### src/rtl/div_stall_unit_if.sv
// Execute-stage divider bundle: operands/control from the pipeline, stall request and
// HI/LO results back. The divider is the initiator (master) of the stall request.
interface div_stall_unit_if #(
    parameter int WIDTH = 32
) ();
    logic             startE;
    logic             signedE;
    logic [WIDTH-1:0] srcaE;
    logic [WIDTH-1:0] srcbE;
    logic             cancel;
    logic             stall_div;
    logic             busy;
    logic             hilo_we;
    logic [WIDTH-1:0] hi_o;
    logic [WIDTH-1:0] lo_o;

    modport master (
        input  startE,
        input  signedE,
        input  srcaE,
        input  srcbE,
        input  cancel,
        output stall_div,
        output busy,
        output hilo_we,
        output hi_o,
        output lo_o
    );

    modport slave (
        output startE,
        output signedE,
        output srcaE,
        output srcbE,
        output cancel,
        input  stall_div,
        input  busy,
        input  hilo_we,
        input  hi_o,
        input  lo_o
    );
endinterface

### src/rtl/div_stall_unit.sv
// Iterative restoring divider for MIPS DIV/DIVU with pipeline stall request and HI/LO strobe.
// Optional macro DIV_ZERO_EARLY_EN: divide-by-zero skips the iteration and completes next cycle.
module div_stall_unit #(
    parameter int WIDTH = 32
) (
    input  logic              clk,
    input  logic              resetn,
    div_stall_unit_if.master  div_if
);
    localparam int CW = $clog2(WIDTH) + 1;

    typedef enum logic [1:0] {IDLE, BUSY, DONE} state_t;

    state_t           r_state;
    logic [CW-1:0]    r_cnt;
    logic [WIDTH-1:0] r_rem;
    logic [WIDTH-1:0] r_quo;
    logic [WIDTH-1:0] r_dvs;
    logic [WIDTH-1:0] r_hi;
    logic [WIDTH-1:0] r_lo;
    logic             r_qsign;
    logic             r_rsign;

    logic             w_start;
    logic             w_early;
    logic             w_sa;
    logic             w_sb;
    logic [WIDTH-1:0] w_abs_a;
    logic [WIDTH-1:0] w_abs_b;
    logic [WIDTH:0]   w_shift;
    logic [WIDTH-1:0] w_sub;
    logic             w_ge;
    logic [WIDTH-1:0] w_rem_n;
    logic [WIDTH-1:0] w_quo_n;

    assign w_start = div_if.startE & ~div_if.cancel;

`ifdef DIV_ZERO_EARLY_EN
    assign w_early = (div_if.srcbE == '0);
`else
    assign w_early = 1'b0;
`endif

    assign w_sa    = div_if.signedE & div_if.srcaE[WIDTH-1];
    assign w_sb    = div_if.signedE & div_if.srcbE[WIDTH-1];
    assign w_abs_a = w_sa ? (~div_if.srcaE + 1'b1) : div_if.srcaE;
    assign w_abs_b = w_sb ? (~div_if.srcbE + 1'b1) : div_if.srcbE;

    // Remainder stays below the divisor, so a no-borrow difference always fits WIDTH bits.
    assign w_shift = {r_rem, r_quo[WIDTH-1]};
    assign w_ge    = (w_shift >= {1'b0, r_dvs});
    assign w_sub   = w_shift[WIDTH-1:0] - r_dvs;
    assign w_rem_n = w_ge ? w_sub : w_shift[WIDTH-1:0];
    assign w_quo_n = {r_quo[WIDTH-2:0], w_ge};

    always_ff @(posedge clk or negedge resetn) begin
        if (!resetn) begin
            r_state <= IDLE;
            r_cnt   <= '0;
            r_rem   <= '0;
            r_quo   <= '0;
            r_dvs   <= '0;
            r_hi    <= '0;
            r_lo    <= '0;
            r_qsign <= 1'b0;
            r_rsign <= 1'b0;
        end else begin
            case (r_state)
                IDLE: begin
                    if (w_start) begin
                        if (w_early) begin
                            r_lo    <= '1;
                            r_hi    <= div_if.srcaE;
                            r_state <= DONE;
                        end else begin
                            r_quo   <= w_abs_a;
                            r_dvs   <= w_abs_b;
                            r_rem   <= '0;
                            r_qsign <= w_sa ^ w_sb;
                            r_rsign <= w_sa;
                            r_cnt   <= CW'(WIDTH);
                            r_state <= BUSY;
                        end
                    end
                end
                BUSY: begin
                    if (div_if.cancel) begin
                        r_cnt   <= '0;
                        r_state <= IDLE;
                    end else begin
                        r_rem <= w_rem_n;
                        r_quo <= w_quo_n;
                        r_cnt <= r_cnt - 1'b1;
                        if (r_cnt == CW'(1)) begin
                            r_lo    <= r_qsign ? (~w_quo_n + 1'b1) : w_quo_n;
                            r_hi    <= r_rsign ? (~w_rem_n + 1'b1) : w_rem_n;
                            r_state <= DONE;
                        end
                    end
                end
                DONE: begin
                    // startE is deliberately ignored so the completing instruction cannot restart.
                    r_state <= IDLE;
                end
                default: r_state <= IDLE;
            endcase
        end
    end

    assign div_if.stall_div = (r_state == BUSY) | ((r_state == IDLE) & w_start);
    assign div_if.busy      = (r_state == BUSY);
    assign div_if.hilo_we   = (r_state == DONE) & ~div_if.cancel;
    assign div_if.hi_o      = r_hi;
    assign div_if.lo_o      = r_lo;
endmodule

### src/flat_wrapper.sv
// flat-port wrapper written by rule: the top's interface ports become plain ports
module div_stall_unit_flat 
#(
    parameter int WIDTH = 32
)
  (clk, resetn, div_if_startE, div_if_signedE, div_if_srcaE, div_if_srcbE, div_if_cancel, div_if_stall_div, div_if_busy, div_if_hilo_we, div_if_hi_o, div_if_lo_o);
  div_stall_unit_if #(.WIDTH(WIDTH)) div_if_i ();
  input  logic clk;
  input  logic resetn;
  input wire logic [$bits(div_if_i.startE)-1:0] div_if_startE;
  input wire logic [$bits(div_if_i.signedE)-1:0] div_if_signedE;
  input wire logic [$bits(div_if_i.srcaE)-1:0] div_if_srcaE;
  input wire logic [$bits(div_if_i.srcbE)-1:0] div_if_srcbE;
  input wire logic [$bits(div_if_i.cancel)-1:0] div_if_cancel;
  output wire logic [$bits(div_if_i.stall_div)-1:0] div_if_stall_div;
  output wire logic [$bits(div_if_i.busy)-1:0] div_if_busy;
  output wire logic [$bits(div_if_i.hilo_we)-1:0] div_if_hilo_we;
  output wire logic [$bits(div_if_i.hi_o)-1:0] div_if_hi_o;
  output wire logic [$bits(div_if_i.lo_o)-1:0] div_if_lo_o;
  assign div_if_i.startE = div_if_startE;
  assign div_if_i.signedE = div_if_signedE;
  assign div_if_i.srcaE = div_if_srcaE;
  assign div_if_i.srcbE = div_if_srcbE;
  assign div_if_i.cancel = div_if_cancel;
  assign div_if_stall_div = div_if_i.stall_div;
  assign div_if_busy = div_if_i.busy;
  assign div_if_hilo_we = div_if_i.hilo_we;
  assign div_if_hi_o = div_if_i.hi_o;
  assign div_if_lo_o = div_if_i.lo_o;
  div_stall_unit #(.WIDTH(WIDTH)) u_core (.clk(clk), .resetn(resetn), .div_if(div_if_i));
endmodule
### config.mk
export PLATFORM = sky130hd
export DESIGN_NAME = div_stall_unit_flat
export DESIGN_NICKNAME = d
export VERILOG_FILES = /design/src/rtl/div_stall_unit_if.sv /design/src/rtl/div_stall_unit.sv /design/src/flat_wrapper.sv
export SDC_FILE = /design/constraint.sdc
export NUM_CORES = 1
export LEC_CHECK = 0
export CELL_PAD_IN_SITES_DETAIL_PLACEMENT = 1
export CELL_PAD_IN_SITES_GLOBAL_PLACEMENT = 1
export CORE_MARGIN = 5
export CORE_UTILIZATION = 46
export DETAILED_ROUTE_END_ITERATION = 8
export PLACE_DENSITY_LB_ADDON = 0.1
export SYNTH_ARGS = -nofsm -noshare
export SYNTH_HDL_FRONTEND = slang
export SYNTH_SLANG_ARGS = --single-unit
### constraint.sdc
create_clock -name clk -period 13.1 [get_ports clk]
set_clock_uncertainty 0.15 [all_clocks]
set_input_delay 2.62 -clock clk [delete_from_list [all_inputs] [get_ports clk]]
set_output_delay 2.62 -clock clk [all_outputs]
set_load 0.05 [all_outputs]
==> results.toml <==
[clock_tree]
cts_num_sinks = 170
cts_buffers = 17
postCtsSetupBuffers = 0
cts_tree = "yes"
clock_path_buffers = 2
clk_pin_slew_ns = 0.08
postCtsHoldBufs = 0
htreeDepth = 4
root_buffer = "clkbuf_16"
clock_latency_ns = 0.45
cts_resized = 0

[placement]
io_buffer_count = 135
place.gp.congestion = 0.9364
hpwl_um = 27430
placed_area_um2 = 13310
dp_cells = 1864

[logic_synthesis]
yosys.area.top_type = "dfrtp_1"
synthCells = 1474
synth_mux_area_share_pct = 2.182
synthArstFlopShare_pct = 100.0
synth_cell_type_count = 82
ys_ff_latch = 170
synth_compound_area_share_pct = 22.93
synth_simple_gate_area_share_pct = 20.19
synth_top_family_by_area = "compound AO/OA/AOI/OAI gates"
synth_xor_area_share_pct = 9.786
syn_area_um2 = 11810
synth_flop_cell = "dfrtp_1"
synth_nets = 1582
ys_warn_count = 0
syn_area_per_cell_um2 = 8.015
synth.yosys.seq_area_share_pct = 36.01
synth_edf_count = 0
yosysTopAreaCellShare_pct = 36.01
synth.top_cells.by_area = "dfrtp_1 36%, o21ai_0 9.7%, nand2_1 7.7%"
synthAdderAreaFrac_pct = 4.194

[layout]
nNetsFinal = 1661
post-route-util_pct = 55.08
diodes = 0
fin_cells = 1896
multiInputGateArea_um2 = 7024
fin_area_um2 = 13910
filler_cell_count = 3069
syn2layout_area_growth_pct = 17.75
final_cell_mix = "241 x nand2_1, 230 x o21ai_0, 170 x dfrtp_1, 134 x clkdlybuf4s50_1, 109 x a21oi_1"
seq_area_um2 = 4254
layout_commonest_cell = "nand2_1"
drive_gt1_share_pct = 4.470

[worst_setup_path]
crit_type = "primary input to output pin"
crit_path_start_kind = "primary input"
rr_startpoint = "u_core.r_rem[17]"
arrival_ns = 4.91
end_kind = "output pin"
crit_path_max_fanout = 8
cp.required_ns = 10.33
critPathLaunch = "div_if_cancel"

[power_and_ir_drop]
clock_power_share_pct = 14.0
combPwrFrac_pct = 61.0
p_sw_mw = 1.993
max-vdd-ir-drop_mv = 0.1186
p_seq_share_pct = 25.0
leakagePower_nw = 5.835
intPower_mw = 1.766
cellPowerDensity_nw_per_um2 = 270.2
swShare_pct = 53.02

[sta]
tightest_slew_ns = 1.201
final-setup-viol-count = 0
min_period_ns = 7.682
final.period_utilization_pct = 58.64
finalSetupTns_ns = 0
clock.fmax_mhz = 130.2
drv_slew = 0
relSlewSlack_pct = 19.94
hold_viol = 0
rsz0062_at_grt = "no"

[global_routing]
grt_max_degree = 129
antenna_found_initial = 0
grt_pass1_wl_um = 60020
grt_overflow = 0
grt_usage_pct = 25.72
grt_pass1_vias = 10903

[drt]
first_pass_iters = 5
wl_per_cell_um = 19.43
vias_per_cell = 5.846
drtIter0Drc = 875
wirelength_um = 36840
vias = 11084
drc_errors = 0
final_antenna_net_count = 0

[worst_hold_path]
hold_path_class = "flip-flop to flip-flop"
min_from = "u_core.div_if.hi_o[5]"

[run]
cap_violations = 0

[floorplanning]
fp.dieW_um = 170.3
die_height_um = 170.3
ios = 136
start_util_pct = 46.78
rows = 58
dieArea_um2 = 28990
core_area_um2 = 25250

[outcome]
status = "complete, no violations"
-- flip-flops by register name (all words and copies together), names as in the netlist --
name                cells
u_core.r_quo           32
u_core.r_cnt            6
u_core.r_qsign          1
u_core.r_rsign          1
u_core.r_rem           32
u_core.r_dvs           32
u_core.div_if.lo_o     32
u_core.div_if.hi_o     32
u_core.r_state          2
-- synth_stat cells (4+ instances only) --
| cell | instances |
|---|---|
| nand3_1 | 24 |
| o21ai_1 | 4 |
| nor2_1 | 90 |
| xnor2_1 | 65 |
| a22o_1 | 11 |
| mux2i_1 | 22 |
| buf_1 | 8 |
| nand4_1 | 13 |
| inv_1 | 62 |
| ha_1 | 38 |
| clkbuf_1 | 59 |
| or4_1 | 11 |
| nand2b_1 | 10 |
| nor4_1 | 17 |
| nor3_1 | 35 |
| buf_2 | 11 |
| nand2_1 | 242 |
| and2_1 | 8 |
| o211ai_1 | 7 |
| o41ai_1 | 9 |
| a211oi_1 | 11 |
| xor2_1 | 67 |
| o21ai_0 | 230 |
| or3_1 | 17 |
| o31ai_1 | 16 |
| dfrtp_1 | 170 |
| nor2b_1 | 6 |
| a21oi_1 | 109 |
| and3_1 | 7 |
| a21o_1 | 9 |
| nor3b_1 | 5 |
| a31oi_1 | 9 |
-- layer usage --
layer	GRT usage, %	vias to the layer above	share of wire, %
li1	-	5355	-
met1	42.08	5398	52
met2	35.69	301	41
met3	3.229	30	5.9
met4	5.833	0	1.3
met5	0	-	0
-- cell families after synthesis --
kind of cell,Yosys count
and+or+nand+nor,511
muxes,25
buffers and inverters,142
xor gates and xnor gates,132
AOI/OAI and AO/OA,455
adders and majority gates,39
DFF,170
-- final timing paths --
| kind | cells after the start | slack, ns | endpoint |
|---|---|---|---|
| worst max-delay path | 5 | 5.42 | div_if_stall_div |
| worst min-delay path | 2 | 0.33 | u_core.div_if.hi_o[5] |
| worst max register to register | 13 | 7.90 | u_core.div_if.hi_o[26] |
| worst min register to register | 2 | 0.33 | u_core.div_if.hi_o[5] |
| max in group asynchronous | 2 | 9.14 | u_core.r_rem[18] |
| min in group asynchronous | 1 | 2.12 | u_core.div_if.hi_o[6] |
-- metrics by stage --
step / setup slack [ns] / total power, mW / hold WS (ns)
finish: 5.418 / 3.759 / 0.3287
global route: 5.172 / 4.022 / 0.3542
CTS: 5.396 / 3.743 / 0.3386
detailed placement: 5.406 / 3.193 / 0.3202
global placement: 5.453 / 3.106 / 0.3120
floorplan: 6.489 / 2.500 / 0.2998
-- final cells by class --
cell class              instances  area share [%]
repair buffers                139           9.939
clock buffers                  17           3.058
clock inverters                15           1.241
multi-input cells            1162           50.49
flip-flops and latches        170           30.58
inverters                      63           1.718
well taps                     330           2.968
-- power groups by stage --
stage	registers [mW]	logic, mW	clock network (mW)
final	0.940	2.29	0.527
after global routing	0.969	2.50	0.553
after CTS	0.934	2.27	0.536
after detailed placement	0.943	2.25	0
after global placement	0.928	2.18	0
after floorplan	1.12	1.38	0
-- worst max-delay path: stages --
cell and delay [ns]:
clkdlybuf4s50_1 0.49, nor4b_2 0.69, nor2_1 0.14, inv_1 0.15
clkdlybuf4s50_1 0.82
(Power assumes the default switching activity.)
